==> src/rtl/add_share_arb_pkg.sv <==
`default_nettype none
// ------------------------------------------------------------------------
// add_share_arb_pkg : state encoding, adder widths, adder-input packing
// rev 1.0
// ------------------------------------------------------------------------
package add_share_arb_pkg;

    localparam int ADD_W     = 12;
    localparam int ADD_SUM_W = 13;

    typedef logic [1:0] state_t;

    localparam state_t ST_IDLE = 2'd0;
    localparam state_t ST_EXEC = 2'd1;
    localparam state_t ST_RESP = 2'd2;

    // The shared adder expects its operands bit-interleaved: a in even lanes, b in odd lanes.
    function automatic logic [2*ADD_W-1:0] pack_add_in(input logic [ADD_W-1:0] a,
                                                       input logic [ADD_W-1:0] b);
        logic [2*ADD_W-1:0] r;
        r = '0;
        for (int k = 0; k < ADD_W; k++) begin
            r[2*k]   = a[k];
            r[2*k+1] = b[k];
        end
        return r;
    endfunction

endpackage
`default_nettype wire

==> src/rtl/add_share_arb_if.sv <==
`default_nettype none
// ------------------------------------------------------------------------
// add_share_arb_if : request channels and tagged response channel
// rev 1.0
// ------------------------------------------------------------------------
interface add_share_arb_if
    import add_share_arb_pkg::*;
#(
    parameter int NREQ = 4,
    parameter int W    = ADD_W,
    parameter int IDW  = 2
);
    logic [NREQ-1:0]   req_valid;
    logic [NREQ-1:0]   req_ready;
    logic [NREQ*W-1:0] req_a;
    logic [NREQ*W-1:0] req_b;
    logic              rsp_valid;
    logic              rsp_ready;
    logic [IDW-1:0]    rsp_id;
    logic [W:0]        rsp_sum;

    modport master (
        output req_valid, req_a, req_b, rsp_ready,
        input  req_ready, rsp_valid, rsp_id, rsp_sum
    );

    modport slave (
        input  req_valid, req_a, req_b, rsp_ready,
        output req_ready, rsp_valid, rsp_id, rsp_sum
    );
endinterface
`default_nettype wire

==> src/rtl/add_share_arb_rr_pick.sv <==
`default_nettype none
// ------------------------------------------------------------------------
// rr_pick : combinational round-robin picker, search starts at ptr
// rev 1.0
// ------------------------------------------------------------------------
module rr_pick
    import add_share_arb_pkg::*;
#(
    parameter int NREQ = 4,
    parameter int IDW  = 2
) (
    input  wire logic [NREQ-1:0] req,
    input  wire logic [IDW-1:0]  ptr,
    output logic      [NREQ-1:0] grant,
    output logic      [IDW-1:0]  grant_idx,
    output logic                 grant_any
);
    logic [IDW-1:0] cand;

    always_comb begin
        grant     = '0;
        grant_idx = '0;
        grant_any = 1'b0;
        cand      = '0;
        for (int k = 0; k < NREQ; k++) begin
            cand = IDW'((32'(ptr) + 32'(k)) % NREQ);
            if (!grant_any && req[cand]) begin
                grant_any = 1'b1;
                grant_idx = cand;
            end
        end
        if (grant_any) begin
            grant[grant_idx] = 1'b1;
        end
    end
endmodule
`default_nettype wire

==> src/rtl/add_share_arb.sv <==
`default_nettype none
// ------------------------------------------------------------------------
// add_share_arb : round-robin time-sharing of one external 12-bit adder
// rev 1.0
// ------------------------------------------------------------------------
module add_share_arb
    import add_share_arb_pkg::*;
#(
    parameter int NREQ = 4,
    parameter int W    = ADD_W,
    parameter int IDW  = 2,
    parameter int CNTW = 16
) (
    input  wire logic         clk,
    input  wire logic         rst_n,
    add_share_arb_if.slave    bus,
    output logic [2*W-1:0]    add_in,
    input  wire logic [W:0]   add_sum,
    output logic [CNTW-1:0]   op_count
);
    state_t          state_q, state_d;
    logic [IDW-1:0]  ptr_q, ptr_d;
    logic [W-1:0]    a_q, a_d;
    logic [W-1:0]    b_q, b_d;
    logic [IDW-1:0]  id_q, id_d;
    logic            rsp_valid_q, rsp_valid_d;
    logic [IDW-1:0]  rsp_id_q, rsp_id_d;
    logic [W:0]      rsp_sum_q, rsp_sum_d;
    logic [CNTW-1:0] op_count_q, op_count_d;

    logic [NREQ-1:0] grant;
    logic [IDW-1:0]  grant_idx;
    logic            grant_any;
    logic            accept_en;
    logic            accept;
    logic [W-1:0]    sel_a;
    logic [W-1:0]    sel_b;

    rr_pick #(
        .NREQ (NREQ),
        .IDW  (IDW)
    ) u_pick (
        .req       (bus.req_valid),
        .ptr       (ptr_q),
        .grant     (grant),
        .grant_idx (grant_idx),
        .grant_any (grant_any)
    );

    // A new operation may start from IDLE, or in the same cycle the pending result is taken.
    always_comb begin
        accept_en = rst_n && ((state_q == ST_IDLE) ||
                              ((state_q == ST_RESP) && bus.rsp_ready));
        accept    = accept_en && grant_any;
        sel_a     = bus.req_a[grant_idx*W +: W];
        sel_b     = bus.req_b[grant_idx*W +: W];
    end

    assign bus.req_ready = accept_en ? grant : '0;
    assign bus.rsp_valid = rsp_valid_q;
    assign bus.rsp_id    = rsp_id_q;
    assign bus.rsp_sum   = rsp_sum_q;
    assign op_count      = op_count_q;
    assign add_in        = (2*W)'(pack_add_in(ADD_W'(a_q), ADD_W'(b_q)));

    always_comb begin
        state_d     = state_q;
        ptr_d       = ptr_q;
        a_d         = a_q;
        b_d         = b_q;
        id_d        = id_q;
        rsp_valid_d = rsp_valid_q;
        rsp_id_d    = rsp_id_q;
        rsp_sum_d   = rsp_sum_q;
        op_count_d  = op_count_q;

        case (state_q)
            ST_IDLE: begin
                if (accept) begin
                    state_d = ST_EXEC;
                end
            end
            ST_EXEC: begin
                rsp_sum_d   = add_sum;
                rsp_id_d    = id_q;
                rsp_valid_d = 1'b1;
                state_d     = ST_RESP;
            end
            ST_RESP: begin
                if (bus.rsp_ready) begin
                    rsp_valid_d = 1'b0;
                    if (op_count_q != {CNTW{1'b1}}) begin
                        op_count_d = op_count_q + CNTW'(1);
                    end
                    state_d = accept ? ST_EXEC : ST_IDLE;
                end
            end
            default: begin
                state_d = ST_IDLE;
            end
        endcase

        if (accept) begin
            a_d   = sel_a;
            b_d   = sel_b;
            id_d  = grant_idx;
            ptr_d = IDW'((32'(grant_idx) + 32'd1) % NREQ);
        end
    end

    always_ff @(posedge clk) begin
        if (!rst_n) begin
            state_q     <= ST_IDLE;
            ptr_q       <= '0;
            a_q         <= '0;
            b_q         <= '0;
            id_q        <= '0;
            rsp_valid_q <= 1'b0;
            rsp_id_q    <= '0;
            rsp_sum_q   <= '0;
            op_count_q  <= '0;
        end else begin
            state_q     <= state_d;
            ptr_q       <= ptr_d;
            a_q         <= a_d;
            b_q         <= b_d;
            id_q        <= id_d;
            rsp_valid_q <= rsp_valid_d;
            rsp_id_q    <= rsp_id_d;
            rsp_sum_q   <= rsp_sum_d;
            op_count_q  <= op_count_d;
        end
    end
endmodule
`default_nettype wire

==> src/flat_wrapper.sv <==
// flat-port wrapper written by rule: the top's interface ports become plain ports
module add_share_arb_flat import add_share_arb_pkg::*;
#(
    parameter int NREQ = 4,
    parameter int W    = ADD_W,
    parameter int IDW  = 2,
    parameter int CNTW = 16
)
  (clk, rst_n, add_in, add_sum, op_count, bus_req_valid, bus_req_a, bus_req_b, bus_rsp_ready, bus_req_ready, bus_rsp_valid, bus_rsp_id, bus_rsp_sum);
  add_share_arb_if #(.NREQ(NREQ), .W(W), .IDW(IDW)) bus_i ();
  input  wire logic clk;
  input  wire logic rst_n;
  output logic [2*W-1:0] add_in;
  input  wire logic [W:0] add_sum;
  output logic [CNTW-1:0] op_count;
  input wire logic [$bits(bus_i.req_valid)-1:0] bus_req_valid;
  input wire logic [$bits(bus_i.req_a)-1:0] bus_req_a;
  input wire logic [$bits(bus_i.req_b)-1:0] bus_req_b;
  input wire logic [$bits(bus_i.rsp_ready)-1:0] bus_rsp_ready;
  output wire logic [$bits(bus_i.req_ready)-1:0] bus_req_ready;
  output wire logic [$bits(bus_i.rsp_valid)-1:0] bus_rsp_valid;
  output wire logic [$bits(bus_i.rsp_id)-1:0] bus_rsp_id;
  output wire logic [$bits(bus_i.rsp_sum)-1:0] bus_rsp_sum;
  assign bus_i.req_valid = bus_req_valid;
  assign bus_i.req_a = bus_req_a;
  assign bus_i.req_b = bus_req_b;
  assign bus_i.rsp_ready = bus_rsp_ready;
  assign bus_req_ready = bus_i.req_ready;
  assign bus_rsp_valid = bus_i.rsp_valid;
  assign bus_rsp_id = bus_i.rsp_id;
  assign bus_rsp_sum = bus_i.rsp_sum;
  add_share_arb #(.NREQ(NREQ), .W(W), .IDW(IDW), .CNTW(CNTW)) u_core (.clk(clk), .rst_n(rst_n), .bus(bus_i), .add_in(add_in), .add_sum(add_sum), .op_count(op_count));
endmodule
==> config.mk <==
export PLATFORM = sky130hd
export DESIGN_NAME = add_share_arb_flat
export DESIGN_NICKNAME = d
export VERILOG_FILES = /design/src/rtl/add_share_arb_pkg.sv /design/src/rtl/add_share_arb_if.sv /design/src/rtl/add_share_arb_rr_pick.sv /design/src/rtl/add_share_arb.sv /design/src/flat_wrapper.sv
export SDC_FILE = /design/constraint.sdc
export NUM_CORES = 1
export LEC_CHECK = 0
export BUFFER_PORTS_ARGS = -buffer_cell sky130_fd_sc_hd__buf_4
export CORE_MARGIN = 10
export CORE_UTILIZATION = 48
export CTS_CLUSTER_SIZE = 40
export DETAILED_ROUTE_END_ITERATION = 7
export PLACE_DENSITY = 0.82
export RECOVER_POWER = 25
export SETUP_SLACK_MARGIN = 0.05
export SLEW_MARGIN = 20
export SYNTH_ARGS = -nofsm -noshare
export SYNTH_HDL_FRONTEND = slang
export SYNTH_SLANG_ARGS = --single-unit
==> constraint.sdc <==
create_clock -name clk -period 4.4 [get_ports clk]
set_clock_uncertainty 0.05 [all_clocks]
set_input_delay 0.88 -clock clk [delete_from_list [all_inputs] [get_ports clk]]
set_output_delay 0.88 -clock clk [all_outputs]
set_load 0.1 [all_outputs]
==> results.md <==
* Worst-path clk slew at 60 ps
* Initial core utilization at 0.500
* Final non-filler cell total at ~600
* Post-CTS Setup Inserts at 0
* MaxCap Viol Count at 0
* DIE WIDTH at approximately 100 um
* Placed Cells at 599
* IO Count at 176
* WL/cell at 18.8 um
* TritonCTS clock tree: yes
* H-tree depth at 3
* Row cnt at 29
* RSZ-0062 raised after global routing: no
* Sink Count at 62
* GRT Overall Usage at 0.214
* Vias after detailed routing at 3549
* Yosys top cell by area: dfxtp_1
* Ys async rst share at 0
* Pin count of the biggest net entering global routing at 49
* Synth warn at 0
* Post-synth EDFFs at 0
* Remaining DRCs at 0
* First-pass GRT wire length at about 18000 um
* Worst hold slack at 411 ps
* Hold WC Path Type: reg2reg
* Crit path launch: bus_req_valid[0]
* Share of layout cells above drive strength 1 at 0.413
* Die footprint at 10400 um^2
* Core area at 6460 um^2
* Clock buffer count from CTS at 9
* Leak Pwr at between 0.002 and 0.0025 uW
* Pre-CTS WS at approximately 960 ps
* Critical path required time at between 3000 and 4000 ps
* NumNets Final at 650
* Top cells by count, synth: dfxtp_1, nand3_1, nand2_1
* Worst reg2reg path startpoint: u_core.op_count[0]$_SDFFE_PN0P_
* Outcome: finished clean
* TritonRoute pass-1 iters at 5
* Total Wirelength at 11600 um
* Minimum clock period at 3440 ps
* Slew @ Worst Pin at 1110 ps
* Peak Freq at 291 MHz
* Setup TNS Final at 0 ps
* Syn Inst Count at 375
* Vias in the first global route at 3582
* Unique masters post-synth at 49
* Element type at the critical path start: primary input
* 1st-iter DRT viols at 180
* Final hold vios at 0
* Root buffer selected by CTS: clkbuf_8
* Final Cycle Share at 0.782
* Area Overhead vs Synth at 45.6%
* Fill count at 523
* Largest cells by area after synthesis: dfxtp_1, nand3_1, a32oi_1, nand3_2, nand4_1
* Max Fanout on Critical Path at 31
* Mapped Area at 3230 um^2
* Total grt overflow at 0
* Initial antenna violation count at 0
* Critical path capture point type: primary output
* Power per standard cell area at between 400 and 500 nW/um^2
* GPL Wtd Cong at about 0.79
* Setup CP Type: in2out
* Antenna cells at 0
* Setup slack after layout at between 900 and 1000 ps
* Post-synthesis net count at approximately 490
* Port-buffer cells at roughly 180
* Slew HR at 0.260
* Max VDD drop at 0.251 mV
* Pins Over Slew Limit at 0
* Final Util at 0.728
* Seq/Total Area, Yosys at 0.384
* CP arrival at around 2500 ps
* Final setup fails at 0
* Post-detail-place hpwl at 8790 um
* Vert. Die Dim at 102 um
* Top FF cell, synth: dfxtp_1
* Post-DRT Antenna Nets at 0
* Hold_sp: u_core.bus.rsp_sum[2]$_SDFFE_PN0P_
* Syn avg cell area at 8.61 um^2
* Share of the synthesized area in the top cell type at 0.384
* Via density at 5.77
* Seq cells post-synth at 62
* Most instantiated library cell after synthesis: dfxtp_1
* Max Root-Sink Buffers at 2
* Worst-Skew Late Latency at 340 ps
* # hold bufs at CTS at 0
* Post_cts resized at 0
## registers in the layout, indices dropped and copies added, names as in the netlist
name	count
u_core.a_q	12
u_core.b_q	12
u_core.bus.rsp_id	2
u_core.bus.rsp_sum	13
u_core.bus.rsp_valid	1
u_core.id_q	2
u_core.op_count	16
u_core.ptr_q	2
u_core.state_q	2
## kinds of logic after synthesis
| logic type | count (synthesis) | share of synthesized area |
|---|---|---|
| AND/OR/NAND/NOR | 197 | 0.358 |
| AO/OA/AOI/OAI | 65 | 0.157 |
| flip-flops | 62 | 0.384 |
| buffers and inverters | 36 | 0.0570 |
| XOR/XNOR | 10 | 0.0271 |
| multiplexers | 4 | 0.0124 |
| adder cells (fa/ha/maj) | 1 | 0.00387 |
## cells in the final DEF, fill, tap and decap left out, drive strengths merged, types with 2 or more instances in the layout
master / count
or3: 2
and4: 4
dfxtp: 62
a31oi: 2
nor2b: 5
xnor2: 6
nor3: 4
inv: 4
a32oi: 24
a21oi: 8
o21a: 3
bufinv: 2
a21boi: 16
clkinvlp: 2
nand2: 43
buf: 178
clkbuf: 10
o21ai: 7
nand4: 29
mux2i: 4
xor2: 4
and2: 6
nand3: 76
and3: 2
nor2: 13
nand2b: 7
clkinv: 3
## layer usage
metal | track usage | share of wire | vias to the layer above
met5 | 0 | 0 | -
met4 | 0.0846 | 0.017 | 0
met3 | 0.111 | 0.15 | 14
met2 | 0.353 | 0.47 | 191
met1 | 0.229 | 0.37 | 1642
li1 | - | - | 1702
## cell type report
type | count | area, um^2 | share of cell area
multi-input combinational | 277 | 1790 | 0.380
timing repair buffer | 178 | 1340 | 0.284
sequential | 62 | 1240 | 0.264
clock buffer | 10 | 138 | 0.0293
tap | 77 | 96.3 | 0.0205
clock inverter | 6 | 85.1 | 0.0181
inverter | 5 | 21.3 | 0.00452
## worst max-delay path, cell delays in order
cell and delay, ps:
buf_4 130, a21o_1 160, a21boi_0 360, o21a_2 600, nor2_1 120, buf_4 260
## per-stage QoR
stage	cell area, um^2	power (uW)
2_1_floorplan	3230	1220
3_3_place_gp	4520	1420
3_5_place_dp	4520	1420
4_1_cts	4740	1990
5_1_grt	4700	2040
6_report	4700	1980
## report_power, final
part	leakage (uW)	switching, uW	internal, uW	total, uW
clock network	0.000108	233	332	565
logic	0.00139	564	193	757
registers	0.000508	37.3	617	654
total	0.00201	834	1140	1980
## worst paths after layout
path / to / slack (ps) / cells past startpoint
worst max-delay path: bus_req_ready[1] / 960 / 6
worst max register to register: u_core.op_count[3]$_SDFFE_PN0P_ / 2020 / 6
worst min-delay path: u_core.bus.rsp_sum[2]$_SDFFE_PN0P_ / 410 / 2
worst min register to register: u_core.bus.rsp_sum[2]$_SDFFE_PN0P_ / 410 / 2
(Power assumes the default switching activity.)
